[config.mk]
export PLATFORM = sky130hd
export DESIGN_NAME = i2c_reg_target_flat
export DESIGN_NICKNAME = d
export VERILOG_FILES = /design/src/rtl/i2c_reg_target_if.sv /design/src/rtl/i2c_reg_target.sv /design/src/flat_wrapper.sv
export SDC_FILE = /design/constraint.sdc
export NUM_CORES = 1
export LEC_CHECK = 0
export CORE_MARGIN = 10
export CORE_UTILIZATION = 40
export DETAILED_ROUTE_END_ITERATION = 6
export GPL_TIMING_DRIVEN = 1
export PLACE_DENSITY = 0.69
export SLEW_MARGIN = 25
export SYNTH_ARGS = -nofsm -noshare
export SYNTH_HDL_FRONTEND = slang
export SYNTH_SLANG_ARGS = --single-unit
[constraint.sdc]
create_clock -name clk -period 4.7 [get_ports clk]
set_input_delay 0.94 -clock clk [delete_from_list [all_inputs] [get_ports clk]]
set_output_delay 0.94 -clock clk [all_outputs]
set_load 0.05 [all_outputs]
[src/rtl/i2c_reg_target_if.sv]
// Register-bus interface between the I2C target and the register file.
//   reg_addr   register pointer presented with a strobe
//   reg_wdata  write data, valid with reg_wr_en
//   reg_wr_en  one-clk write strobe
//   reg_rd_en  one-clk read strobe
//   reg_rdata  read data from the register file, one clk after reg_rd_en
// master: the I2C target side; slave: the register file side.
`timescale 1ns/1ps
interface i2c_reg_target_if;
  logic [7:0] reg_addr;
  logic [7:0] reg_wdata;
  logic       reg_wr_en;
  logic       reg_rd_en;
  logic [7:0] reg_rdata;

  modport master (
    output reg_addr,
    output reg_wdata,
    output reg_wr_en,
    output reg_rd_en,
    input  reg_rdata
  );

  modport slave (
    input  reg_addr,
    input  reg_wdata,
    input  reg_wr_en,
    input  reg_rd_en,
    output reg_rdata
  );
endinterface

[src/rtl/i2c_reg_target.sv]
// I2C target that bridges SCL/SDA pads onto a single-cycle register bus.
// Decodes a 7-bit device address, loads an 8-bit register pointer from the
// first written byte, then turns each further byte into a register write or
// read with pointer auto-increment (wraps 8'hFF -> 8'h00, kept across
// transactions).
//   clk, rst  system clock, synchronous active-high reset
//   scl_i     raw SCL pad (asynchronous)
//   sda_i     raw SDA pad (asynchronous)
//   sda_oe    1 = pull SDA low (open drain)
//   busy      high from matched-address START until STOP/abort
//   bus       register bus (i2c_reg_target_if.master)
// Optional macro I2C_TARGET_GLITCH_FILTER_EN adds a 3-sample majority filter
// on SCL and SDA after the synchronizers (rejects 1-clk pulses, +1 clk).
`timescale 1ns/1ps
module i2c_reg_target #(
  parameter logic [6:0] TARGET_ADDR = 7'h55
) (
  input  logic             clk,
  input  logic             rst,
  input  logic             scl_i,
  input  logic             sda_i,
  output logic             sda_oe,
  output logic             busy,
  i2c_reg_target_if.master bus
);

  localparam int unsigned BYTE_W = 8;
  localparam int unsigned CNT_W  = 3;

  typedef enum logic [3:0] {
    ST_IDLE,
    ST_ADDR,
    ST_ADDR_ACK,
    ST_PTR,
    ST_PTR_ACK,
    ST_WDATA,
    ST_WDATA_ACK,
    ST_RDATA,
    ST_RDATA_ACK,
    ST_WAIT_STOP
  } state_t;

  // Pad synchronizers. Left out of reset so a reset mid-transaction cannot
  // fabricate SDA/SCL edges when the pipeline refills.
  logic [1:0] scl_sync, sda_sync;
  logic       scl_f, sda_f;
  logic       scl_d, sda_d;

  always_ff @(posedge clk) begin
    scl_sync <= {scl_sync[0], scl_i};
    sda_sync <= {sda_sync[0], sda_i};
  end

`ifdef I2C_TARGET_GLITCH_FILTER_EN
  // Majority of the current synchronized sample and the two before it.
  logic [1:0] scl_hist, sda_hist;

  always_ff @(posedge clk) begin
    scl_hist <= {scl_hist[0], scl_sync[1]};
    sda_hist <= {sda_hist[0], sda_sync[1]};
  end

  assign scl_f = (scl_hist[1] & scl_hist[0]) | (scl_hist[1] & scl_sync[1]) |
                 (scl_hist[0] & scl_sync[1]);
  assign sda_f = (sda_hist[1] & sda_hist[0]) | (sda_hist[1] & sda_sync[1]) |
                 (sda_hist[0] & sda_sync[1]);
`else
  assign scl_f = scl_sync[1];
  assign sda_f = sda_sync[1];
`endif

  // Edge and bus-condition detection on the conditioned copies.
  always_ff @(posedge clk) begin
    scl_d <= scl_f;
    sda_d <= sda_f;
  end

  logic scl_rise_c, scl_fall_c, start_c, stop_c;
  assign scl_rise_c = scl_f & ~scl_d;
  assign scl_fall_c = ~scl_f & scl_d;
  assign start_c    = scl_f & scl_d & sda_d & ~sda_f;
  assign stop_c     = scl_f & scl_d & ~sda_d & sda_f;

  // Registered state.
  state_t             state, state_n;
  logic [CNT_W-1:0]   bit_cnt, bit_cnt_n;
  logic [6:0]         shreg, shreg_n;
  logic               rw, rw_n;
  logic               ack_on, ack_on_n;
  logic [BYTE_W-1:0]  ptr, ptr_n;
  logic [BYTE_W-1:0]  tx, tx_n;
  logic               rd_dly;
  logic               sda_oe_n, busy_n;
  logic [BYTE_W-1:0]  reg_addr, reg_addr_n;
  logic [BYTE_W-1:0]  reg_wdata, reg_wdata_n;
  logic               reg_wr_en, reg_wr_en_n;
  logic               reg_rd_en, reg_rd_en_n;
  logic [BYTE_W-1:0]  byte_c;

  assign byte_c        = {shreg, sda_f};
  assign bus.reg_addr  = reg_addr;
  assign bus.reg_wdata = reg_wdata;
  assign bus.reg_wr_en = reg_wr_en;
  assign bus.reg_rd_en = reg_rd_en;

  always_ff @(posedge clk) begin
    if (rst) begin
      state     <= ST_IDLE;
      bit_cnt   <= '0;
      shreg     <= '0;
      rw        <= 1'b0;
      ack_on    <= 1'b0;
      ptr       <= '0;
      tx        <= '0;
      rd_dly    <= 1'b0;
      sda_oe    <= 1'b0;
      busy      <= 1'b0;
      reg_addr  <= '0;
      reg_wdata <= '0;
      reg_wr_en <= 1'b0;
      reg_rd_en <= 1'b0;
    end else begin
      state     <= state_n;
      bit_cnt   <= bit_cnt_n;
      shreg     <= shreg_n;
      rw        <= rw_n;
      ack_on    <= ack_on_n;
      ptr       <= ptr_n;
      tx        <= tx_n;
      rd_dly    <= reg_rd_en;
      sda_oe    <= sda_oe_n;
      busy      <= busy_n;
      reg_addr  <= reg_addr_n;
      reg_wdata <= reg_wdata_n;
      reg_wr_en <= reg_wr_en_n;
      reg_rd_en <= reg_rd_en_n;
    end
  end

  // Next-state and next-output logic.
  always_comb begin
    state_n     = state;
    bit_cnt_n   = bit_cnt;
    shreg_n     = shreg;
    rw_n        = rw;
    ack_on_n    = ack_on;
    ptr_n       = ptr;
    // Read data arrives one clk after the read strobe.
    tx_n        = rd_dly ? bus.reg_rdata : tx;
    sda_oe_n    = sda_oe;
    busy_n      = busy;
    reg_addr_n  = reg_addr;
    reg_wdata_n = reg_wdata;
    reg_wr_en_n = 1'b0;
    reg_rd_en_n = 1'b0;

    if (stop_c) begin
      state_n  = ST_IDLE;
      sda_oe_n = 1'b0;
      busy_n   = 1'b0;
    end else if (start_c) begin
      state_n   = ST_ADDR;
      bit_cnt_n = '0;
      sda_oe_n  = 1'b0;
    end else begin
      unique case (state)
        ST_IDLE: begin
          sda_oe_n = 1'b0;
        end

        ST_ADDR: begin
          if (scl_rise_c) begin
            shreg_n   = byte_c[6:0];
            bit_cnt_n = CNT_W'(bit_cnt + CNT_W'(1));
            if (bit_cnt == CNT_W'(7)) begin
              if (shreg == TARGET_ADDR) begin
                state_n  = ST_ADDR_ACK;
                rw_n     = sda_f;
                ack_on_n = 1'b0;
                busy_n   = 1'b1;
                if (sda_f) begin
                  reg_rd_en_n = 1'b1;
                  reg_addr_n  = ptr;
                  ptr_n       = BYTE_W'(ptr + BYTE_W'(1));
                end
              end else begin
                state_n = ST_WAIT_STOP;
                busy_n  = 1'b0;
              end
            end
          end
        end

        // ACK slot: drive low on the first SCL fall, release on the second.
        ST_ADDR_ACK, ST_PTR_ACK, ST_WDATA_ACK: begin
          if (scl_fall_c) begin
            if (!ack_on) begin
              ack_on_n = 1'b1;
              sda_oe_n = 1'b1;
            end else begin
              ack_on_n  = 1'b0;
              bit_cnt_n = '0;
              sda_oe_n  = 1'b0;
              if (state == ST_ADDR_ACK) begin
                if (rw) begin
                  state_n  = ST_RDATA;
                  sda_oe_n = ~tx[7];
                end else begin
                  state_n = ST_PTR;
                end
              end else begin
                state_n = ST_WDATA;
              end
            end
          end
        end

        ST_PTR: begin
          if (scl_rise_c) begin
            shreg_n   = byte_c[6:0];
            bit_cnt_n = CNT_W'(bit_cnt + CNT_W'(1));
            if (bit_cnt == CNT_W'(7)) begin
              ptr_n    = byte_c;
              state_n  = ST_PTR_ACK;
              ack_on_n = 1'b0;
            end
          end
        end

        ST_WDATA: begin
          if (scl_rise_c) begin
            shreg_n   = byte_c[6:0];
            bit_cnt_n = CNT_W'(bit_cnt + CNT_W'(1));
            if (bit_cnt == CNT_W'(7)) begin
              reg_wr_en_n = 1'b1;
              reg_addr_n  = ptr;
              reg_wdata_n = byte_c;
              ptr_n       = BYTE_W'(ptr + BYTE_W'(1));
              state_n     = ST_WDATA_ACK;
              ack_on_n    = 1'b0;
            end
          end
        end

        // MSB already driven on entry; each later SCL fall presents the next bit.
        ST_RDATA: begin
          if (scl_rise_c) begin
            bit_cnt_n = CNT_W'(bit_cnt + CNT_W'(1));
            if (bit_cnt == CNT_W'(7)) begin
              state_n  = ST_RDATA_ACK;
              ack_on_n = 1'b0;
            end
          end else if (scl_fall_c) begin
            tx_n     = {tx[6:0], 1'b0};
            sda_oe_n = ~tx[6];
          end
        end

        // ack_on marks that the initiator's ACK has been sampled.
        ST_RDATA_ACK: begin
          if (scl_rise_c) begin
            if (sda_f) begin
              state_n  = ST_WAIT_STOP;
              sda_oe_n = 1'b0;
            end else begin
              reg_rd_en_n = 1'b1;
              reg_addr_n  = ptr;
              ptr_n       = BYTE_W'(ptr + BYTE_W'(1));
              ack_on_n    = 1'b1;
            end
          end else if (scl_fall_c) begin
            if (ack_on) begin
              ack_on_n  = 1'b0;
              bit_cnt_n = '0;
              state_n   = ST_RDATA;
              sda_oe_n  = ~tx[7];
            end else begin
              sda_oe_n = 1'b0;
            end
          end
        end

        ST_WAIT_STOP: begin
          sda_oe_n = 1'b0;
        end

        default: begin
          state_n  = ST_IDLE;
          sda_oe_n = 1'b0;
        end
      endcase
    end
  end

endmodule
[src/flat_wrapper.sv]
// flat-port wrapper written by rule: the top's interface ports become plain ports
module i2c_reg_target_flat 
#(
  parameter logic [6:0] TARGET_ADDR = 7'h55
)
  (clk, rst, scl_i, sda_i, sda_oe, busy, bus_reg_addr, bus_reg_wdata, bus_reg_wr_en, bus_reg_rd_en, bus_reg_rdata);
  i2c_reg_target_if bus_i ();
  input  logic clk;
  input  logic rst;
  input  logic scl_i;
  input  logic sda_i;
  output logic sda_oe;
  output logic busy;
  output wire logic [$bits(bus_i.reg_addr)-1:0] bus_reg_addr;
  output wire logic [$bits(bus_i.reg_wdata)-1:0] bus_reg_wdata;
  output wire logic [$bits(bus_i.reg_wr_en)-1:0] bus_reg_wr_en;
  output wire logic [$bits(bus_i.reg_rd_en)-1:0] bus_reg_rd_en;
  input wire logic [$bits(bus_i.reg_rdata)-1:0] bus_reg_rdata;
  assign bus_reg_addr = bus_i.reg_addr;
  assign bus_reg_wdata = bus_i.reg_wdata;
  assign bus_reg_wr_en = bus_i.reg_wr_en;
  assign bus_reg_rd_en = bus_i.reg_rd_en;
  assign bus_i.reg_rdata = bus_reg_rdata;
  i2c_reg_target #(.TARGET_ADDR(TARGET_ADDR)) u_core (.clk(clk), .rst(rst), .scl_i(scl_i), .sda_i(sda_i), .sda_oe(sda_oe), .busy(busy), .bus(bus_i));
endmodule
==> impl_metrics.tcl <==
set metrics [dict create \
    status "complete, no violations" \
    wl_per_cell_um 14.37 \
    clkTransAtPathRegs_ps 60 \
    dr.pass1.iters 4 \
    cts_buffer_depth 2 \
    cts_root_buf "clkbuf_8" \
    worst_hold_path_type "reg2reg" \
    endpoint_kind "register" \
    portBuffers 31 \
    die_w_um 105.7 \
    synth_cell_types 57 \
    ant_nets 0 \
    post-dp-hpwl_mm 4.592 \
    slew_headroom_pct 37.19 \
    period_share_pct 57.17 \
    hold_viol_final 0 \
    worstSetupPathType "reg2reg" \
    setup_viol 0 \
    ir_worst_vdd_v 0.0001582 \
    start_kind "register" \
    start_util_pct 40.76 \
    rsz0062_at_grt "false" \
    worst_pin_slew_ps 938.0 \
    grt_pass1_vias 2320 \
    grt_pass1_wl_mm 11.30 \
    syn_inst 331 \
    cts_tree "yes" \
    area_growth_pct 17.66 \
    fin_crit_ps 2687 \
    cts_sinks 59 \
    cp.arrival_ps 2870 \
    startpoint "u_core.state[0]$_SDFFE_PP0P_" \
    grt_overflow_total 0 \
    grt_start_max_net_pins 52 \
    fmax_mhz 372.2 \
    dp.cells 441 \
    row_count 31 \
    holdPathStages 0 \
    ys.flop_type "dfxtp_1" \
    drt_iter0_markers 225 \
    final_cell_mix "59 x dfxtp_1, 53 x nor2_1, 41 x mux2i_1, 30 x clkdlybuf4s50_1, 21 x nand2_1" \
    coreArea_mm2 0.007214 \
    reg2reg_to "u_core.bus.reg_addr[1]$_SDFFE_PP0P_" \
    synth_edf_count 0 \
    post_drt_via_cell_ratio 5.288 \
    num_vias 2406 \
    ys_seq_area_share_pct 40.17 \
    die-area_mm2 0.01118 \
    h-tree-depth 3 \
    drive_above_1_share_pct 8.146 \
    crit_required_ps 4880 \
    ys.warnings.count 0 \
    power_leakage_nw 1.244 \
    cts_resized 0 \
    postCtsSetupBuffers 0 \
    antenna_found_initial 0 \
    cts_inserted_buffers 9 \
    fin_skew_ps 8.802 \
    gp_congestion 0.9054 \
    slew_viol_final 0 \
    endpoint "u_core.bus.reg_addr[1]$_SDFFE_PP0P_" \
    syn-mean-instance-area_um2 8.883 \
    stdcell_count 455 \
    die_h_um 105.7 \
    clkLatencyLatePin_ps 340 \
    diodes 0 \
    worst_r2r_path_depth 6 \
    finalSetupTns_ps 0 \
    nFillCells 706 \
    r2r_slack_ps 2010 \
    async_flop_share_pct 0 \
    routed_wl_mm 6.537 \
    final_common_cell "dfxtp_1" \
    drc 0 \
    synth_nets 349 \
    drv_cap 0 \
    syn-cell-area_mm2 0.002940 \
    power_density_mw_per_mm2 294.2 \
    hold_buffers 0 \
    nets 371 \
    io_pins 32 \
    ys_ff_latch 59 \
    crit_path_max_fanout 17 \
    reg2reg_from "u_core.state[0]$_SDFFE_PP0P_" \
    grt_usage_pct 12.04 \
]
[where the power goes]
group | switching [mW] | total (mW) | internal, mW
Clock | 0.188 | 0.440 | 0.252
Combinational | 0.0272 | 0.0498 | 0.0226
Sequential | 0.0165 | 0.528 | 0.512
Total | 0.232 | 1.02 | 0.786
[worst max-delay path, cell delays in order, from the launching register on]
cell and delay [ps]:
dfxtp_1 630, nor2b_1 600, o311ai_1 330, o2111a_2 290
nand2b_1 380, mux2i_1 250, nor2_1 50
[synth_stat cells, drive strengths merged (2+ instances only)]
library cell	count	area [um2]
o32ai	3	26.28
nand3	12	72.57
and3	2	12.51
or2	3	18.77
a2bb2oi	2	17.52
o311ai	2	17.52
mux2i	41	410.4
o31ai	7	66.31
o21a	2	15.01
nor2	54	219.0
nand2b	9	56.30
a311oi	3	26.28
clkbuf	9	33.78
dfxtp	59	1181
nor2b	5	31.28
a21oi	16	83.83
a2111oi	2	23.77
a211oi	2	15.01
o22ai	2	12.51
nor3b	4	40.03
nand2	22	90.09
or3	2	12.51
ha	6	75.07
nor3	5	25.02
buf	11	57.55
nor4	2	12.51
a32oi	2	17.52
inv	10	37.54
and2	3	18.77
o21ai	13	65.06
[kinds of logic (layout without fill, tap and decap cells)]
kind of cell | Yosys count | after routing | synth area share (%)
buf+inv | 30 | 55 | 4.383
simple gates | 127 | 127 | 22.21
compound gates | 66 | 66 | 16.13
xor+xnor | 2 | 2 | 0.5959
flops | 59 | 59 | 40.17
mux | 41 | 41 | 13.96
fa+ha+maj | 6 | 6 | 2.553
[layout make-up]
class | count | area (um2) | share of cell area [%]
multi-input combinational | 242 | 1630 | 47.12
sequential | 59 | 1181 | 34.14
timing repair buffer | 31 | 305.3 | 8.825
clock buffer | 11 | 141.4 | 4.087
tap | 99 | 123.9 | 3.580
clock inverter | 3 | 40.04 | 1.157
inverter | 10 | 37.54 | 1.085
[state kept, by name (all words and copies together), names as in the netlist, 3 cells and up]
name / flops
u_core.bus.reg_addr: 8
u_core.shreg: 7
u_core.ptr: 8
u_core.bus.reg_wdata: 8
u_core.tx: 8
u_core.bit_cnt: 3
u_core.state: 4
[per-layer routing]
layer / share of wire, % / wire length (um) / global-route usage, % / up-vias
met1: 50 / 3242 / 16.00 / 1106
met2: 42 / 2778 / 17.49 / 63
li1: - / - / - / 1225
met3: 5.2 / 341 / 2.984 / 12
met4: 2.7 / 174 / 6.383 / 0
met5: 0 / 0 / 0 / -
[through the flow]
step	setup WS, ps	hold WS (ps)	utilization [%]	total power, mW	cell area (um2)
floorplan	2901	309.6	-	0.5687	2940
global placement	2067	312.1	45.44	0.5881	3278
detailed placement	2042	315.0	45.44	0.5884	3278
CTS	2036	330.2	47.95	1.024	3460
global route	1700	332.7	47.95	1.056	3460
finish	2013	327.5	47.95	1.018	3460
[how the worst min path moves through the flow]
stage / start / end / slack [ps]
after floorplan: u_core.scl_sync[0]$_DFF_P_ / u_core.scl_sync[1]$_DFF_P_ / 310
after global placement: u_core.scl_sync[0]$_DFF_P_ / u_core.scl_sync[1]$_DFF_P_ / 310
after detailed placement: u_core.sda_sync[0]$_DFF_P_ / u_core.sda_sync[1]$_DFF_P_ / 310
after CTS: u_core.sda_sync[0]$_DFF_P_ / u_core.sda_sync[1]$_DFF_P_ / 330
after global routing: u_core.sda_sync[0]$_DFF_P_ / u_core.sda_sync[1]$_DFF_P_ / 330
final: u_core.scl_sync[0]$_DFF_P_ / u_core.scl_sync[1]$_DFF_P_ / 330
No activity file was read; power rests on OpenSTA's default activity.
==> RTL edit 1: new RTL, same flow settings <==
Register the inputs `scl_i` and `sda_i` before use, with the module's reset. The logic sees them one clock later. The other inputs are not delayed to match.
--- a/src/rtl/i2c_reg_target.sv
+++ b/src/rtl/i2c_reg_target.sv
@@ -40,6 +40,19 @@
     ST_WAIT_STOP
   } state_t;
 
+  logic scl_q;
+  logic sda_q;
+
+  always_ff @(posedge clk) begin
+    if (rst) begin
+      scl_q <= '0;
+      sda_q <= '0;
+    end else begin
+      scl_q <= scl_i;
+      sda_q <= sda_i;
+    end
+  end
+
   // Pad synchronizers. Left out of reset so a reset mid-transaction cannot
   // fabricate SDA/SCL edges when the pipeline refills.
   logic [1:0] scl_sync, sda_sync;
@@ -47,8 +60,8 @@
   logic       scl_d, sda_d;
 
   always_ff @(posedge clk) begin
-    scl_sync <= {scl_sync[0], scl_i};
-    sda_sync <= {sda_sync[0], sda_i};
+    scl_sync <= {scl_sync[0], scl_q};
+    sda_sync <= {sda_sync[0], sda_q};
   end
 
 `ifdef I2C_TARGET_GLITCH_FILTER_EN
Formal check against the unedited RTL: same outputs for any inputs over 10 cycles, from zero or initial values and one cycle with rst high; that may be too few to reach the edited logic, so the function may still have changed.
==> RTL edit 1 against the original RTL <==
- worst setup slack improved by 0.14 ns
- core utilization increased by 0.93 points
- total power increased by 5.8%
- first-iteration DRC count increased by 18%
- clock skew increased by 0.0027 ns
- synthesized cell count increased by 4.5%
- sequential cell count increased by 2
- non-clock buffer count increased by 1
- wire length increased by 7.1%
- area after synthesis increased by 2.4%
- cell area increased by 3.0%
- largest power group unchanged
==> RTL edit 1: results (changes against the original RTL) <==
Outcome
  – Outcome: finished, final reports clean (unchanged)

Yosys
  – Mean Syn Cell Area: 8.70 um^2 (was 8.88 um^2)
  – Synth area leaders: dfxtp_1 (41%), mux2i_1 (10%), nor2_1 (5.5%), a21oi_1 (4.8%), nand2_1 (3.5%) (was dfxtp_1 (40%), mux2i_1 (14%), nor2_1 (6.8%), nand2_1 (2.7%), a21oi_1 (2.6%))
  – Xor and xnor area share after synthesis: 0.291% (was 0.596%)
  – Sequential share of the synthesized area: 40.6% (was 40.2%)
  – Post-synthesis compound-gate area fraction: 18.8% (was 16.1%)

Layout
  – Storage cell area: 1220 um^2 (was 1180 um^2)
  – Finished Cell Area: 3560 um^2 (was 3460 um^2)
  – Non-CTS inverters: 4 (was 10)
  – Non-clock buffers: 32 (was 31)

Placed design
  – DP HPWL: 4.63 mm (was 4.59 mm)
  – Place WS: 2.19 ns (was 2.04 ns)

Worst setup path
  – Worst setup path start: u_core.state[3]$_SDFFE_PP0P_ (was u_core.state[0]$_SDFFE_PP0P_)
  – R2r startpoint: u_core.state[3]$_SDFFE_PP0P_ (was u_core.state[0]$_SDFFE_PP0P_)
  – CP Max Fanout: 22 (was 17)
  – RR Endpoint: u_core.ptr[0]$_SDFFE_PP0P_ (was u_core.bus.reg_addr[1]$_SDFFE_PP0P_)
  – CP arrival: 2.82 ns (was 2.87 ns)
  – Delay-heaviest family, CP: compound AO/OA/AOI/OAI gates (was simple AND/OR/NAND/NOR gates)

Route
  – Via count: 2600 (was 2406)
  – 1st-pass router iterations: 5 (was 4)
  – DR WL/cell: 15.0 um (was 14.4 um)

Global routing
  – Tot GR Track Use: 12.8% (was 12.0%)

Pwr
  – Leakage: 1.20 nW (was 1.24 nW)

Clock network
  – Sinks on Clock Net: 61 (was 59)

Min path
  – WHS Endpoint: u_core.sda_sync[0]$_DFF_P_ (was u_core.scl_sync[1]$_DFF_P_)
## RTL edit 1: cell types whose count changed after synthesis, sizes merged, moves of 4 or more
cell and delta:
a21oi +14, o31ai -6, inv -6, nor3 +4
nand2 +6, o21ai +4, mux2i -11, nand2b -4
clkbuf +4, nor2 -10
## RTL edit 1: power by group through the flow
| stage | clock network (mW) | registers, mW | logic [mW] |
|---|---|---|---|
| after global routing | 0.555 | 0.525 | 0.0302 |
| after floorplan | 0 | 0.534 | 0.0170 |
| after global placement | 0 | 0.537 | 0.0276 |
| after CTS | 0.534 | 0.525 | 0.0278 |
| final | 0.525 | 0.525 | 0.0277 |
| after detailed placement | 0 | 0.537 | 0.0277 |
## RTL edit 1: layer usage
metal	GRT usage, %	share of wire, %
met5	0	0
met1	16.4	47
met2	18.8	43
met4	7.06	2.7
met3	3.53	7.3
## RTL edit 1: worst register-to-register path, delay by kind of cell (launching register included)
family           cells  cell delay [ns]
AND/OR/NAND/NOR      2             0.85
flip-flops           1             0.75
AO/OA/AOI/OAI        3             0.87
==> RTL edit 2: new RTL, config.mk and constraints unchanged <==
Without the edit above. `CNT_W`: 3 -> 5.
--- a/src/rtl/i2c_reg_target.sv
+++ b/src/rtl/i2c_reg_target.sv
@@ -25,7 +25,7 @@
 );
 
   localparam int unsigned BYTE_W = 8;
-  localparam int unsigned CNT_W  = 3;
+  localparam int unsigned CNT_W  = 5;
 
   typedef enum logic [3:0] {
     ST_IDLE,
Behaviour: no difference found for any inputs over 10 cycles, from zero or initial values and one cycle with rst high; that may be too few to reach the edited logic, so the function may still have changed.
==> RTL edit 2 against the original RTL <==
- clock power increased by 29%
- total power increased by 14%
- cell count rose by 7.9%
- combinational power is 18% higher
- sequential cell count rose by 2
- core utilization rose by 0.67 points
- wire length up 20%
- area after synthesis grew 6.0%
- first-iteration DRC count increased by 9.3%
- cell area is 7.5% higher
- worst setup slack improved by 0.076 ns
==> RTL edit 2: results (changes against the original RTL) <==
Worst setup path
  – R2R setup slack: 2.09 ns (was 2.01 ns)
  – CP arrival: 2.81 ns (was 2.87 ns)
  – CP Max Fanout: 17 (unchanged)

Layout
  – Layout fillers: 752 (was 706)
  – # diodes: 0 (unchanged)
  – Share of layout cells above drive strength 1: 9.25% (was 8.15%)
  – Layout Nets: 401 (was 371)

Route
  – Post-DR vias/cell: 5.73 (was 5.29)
  – Via count: 2812 (was 2406)
  – Iteration-0 DRC Markers: 246 (was 225)
  – 1st-pass router iterations: 4 (unchanged)
  – Post-Route WL: 7.82 mm (was 6.54 mm)

Yosys
  – Synth area leaders: dfxtp_1 (39%), mux2i_1 (8.4%), nor2_1 (6.4%), a21oi_1 (4.2%), nand2_1 (2.8%) (was dfxtp_1 (40%), mux2i_1 (14%), nor2_1 (6.8%), nand2_1 (2.7%), a21oi_1 (2.6%))
  – Sequential share of the synthesized area: 39.2% (was 40.2%)
  – Synth cell types: 66 (was 57)
  – Post-synthesis net count: 381 (was 349)
  – Cells after synthesis: 364 (was 331)
  – Commonest cells post-synth: dfxtp_1 (61), nor2_1 (53), a21oi_1 (26), mux2i_1 (26), nand2_1 (23) (was dfxtp_1 (59), nor2_1 (53), mux2i_1 (41))

Global routing
  – Vias in the first global route: 2696 (was 2320)
  – GRT met1 Usage: 18.5% (was 16.0%)
  – Largest net degree at the start of global routing: 31 (was 52)
  – Met3 usage: 4.40% (was 2.98%)
  – First-pass GRT wire length: 13.2 mm (was 11.3 mm)
  – GRT met2 Usage: 19.6% (was 17.5%)
  – Tot GR Track Use: 13.7% (was 12.0%)

Placed design
  – DP HPWL: 5.48 mm (was 4.59 mm)
  – Cell Area, Placed: 3480 um^2 (was 3280 um^2)
  – Place WS: 1.83 ns (was 2.04 ns)
  – Placed Instances: 475 (was 441)
  – Final Wtd Congestion: 0.931 (was 0.905)
  – Port Buffers: 31 (unchanged)

Clock network
  – Clock transition at the registers of the reported paths: 0.08 ns (was 0.06 ns)
  – Post_cts resized: 0 (unchanged)
  – Setup bufs post-CTS: 0 (unchanged)
  – CTS Buffer Depth: 2 (unchanged)

Timing
  – Clock Skew: 0.0124 ns (was 0.00880 ns)
  – Hold Worst Slack: 0.328 ns (was 0.327 ns)
  – Rel. slew slack: 45.6% (was 37.2%)
  – Crit path time final: 2.61 ns (was 2.69 ns)

Pwr
  – VDD IR-drop max: 0.000175 V (was 0.000158 V)
  – Leakage: 1.28 nW (was 1.24 nW)

Outcome
  – Outcome: finished, final reports clean (unchanged)
-- RTL edit 2: cell types whose count changed after synthesis, moves of 6 or more --
cell	delta
nor4_1	+7
mux2i_1	-15
nand2b_1	-7
a31oi_1	+7
a21oi_1	+11
clkbuf_1	+6
-- RTL edit 2: layout make-up --
| cell class | count | area (um^2) | area share, % |
|---|---|---|---|
| Sequential cell | 61 | 1220 | 32.8 |
| Inverter | 7 | 26.3 | 0.707 |
| Tap cell | 102 | 128 | 3.43 |
| Clock buffer | 10 | 128 | 3.43 |
| Clock inverter | 6 | 111 | 2.99 |
| Multi-Input combinational cell | 270 | 1760 | 47.4 |
| Timing Repair Buffer | 35 | 340 | 9.15 |
-- RTL edit 2: worst max-delay path, cell delays in order (launching register included) --
cell and delay (ns):
dfxtp_1 0.66, nand2b_1 0.49, o2bb2ai_1 0.17, a22o_1 0.44, a2111oi_0 0.52, o32ai_1 0.17
-- RTL edit 2: logic make-up after synthesis --
| logic type | share of synthesized area [%] |
|---|---|
| xor gates and xnor gates | 0.281 |
| adders and majority gates | 2.01 |
| DFF | 39.2 |
| buffers and inverters | 4.62 |
| muxes | 8.35 |
| AOI/OAI and AO/OA | 22.5 |
| and+or+nand+nor | 23.1 |
-- RTL edit 2: power breakdown --
| group | internal [mW] | switching, mW | leakage, nW |
|---|---|---|---|
| combinational | 0.0220 | 0.0368 | 0.671 |
| sequential | 0.523 | 0.00944 | 0.494 |
| clock | 0.352 | 0.214 | 0.116 |
| total | 0.897 | 0.260 | 1.28 |
-- RTL edit 2: routing by layer --
layer	vias to the layer above	share of wire [%]
li1	1401	-
met4	0	1.0
met5	-	0
met1	1306	49
met3	6	7.8
met2	99	42
-- RTL edit 2: worst paths after layout --
kind / startpoint / to / depth (start not counted)
max: u_core.state[3]$_SDFFE_PP0P_ / u_core.ptr[4]$_SDFFE_PP0P_ / 5
min: u_core.sda_sync[0]$_DFF_P_ / u_core.sda_sync[1]$_DFF_P_ / 0
max reg2reg: u_core.state[3]$_SDFFE_PP0P_ / u_core.ptr[4]$_SDFFE_PP0P_ / 5
min reg2reg: u_core.sda_sync[0]$_DFF_P_ / u_core.sda_sync[1]$_DFF_P_ / 0
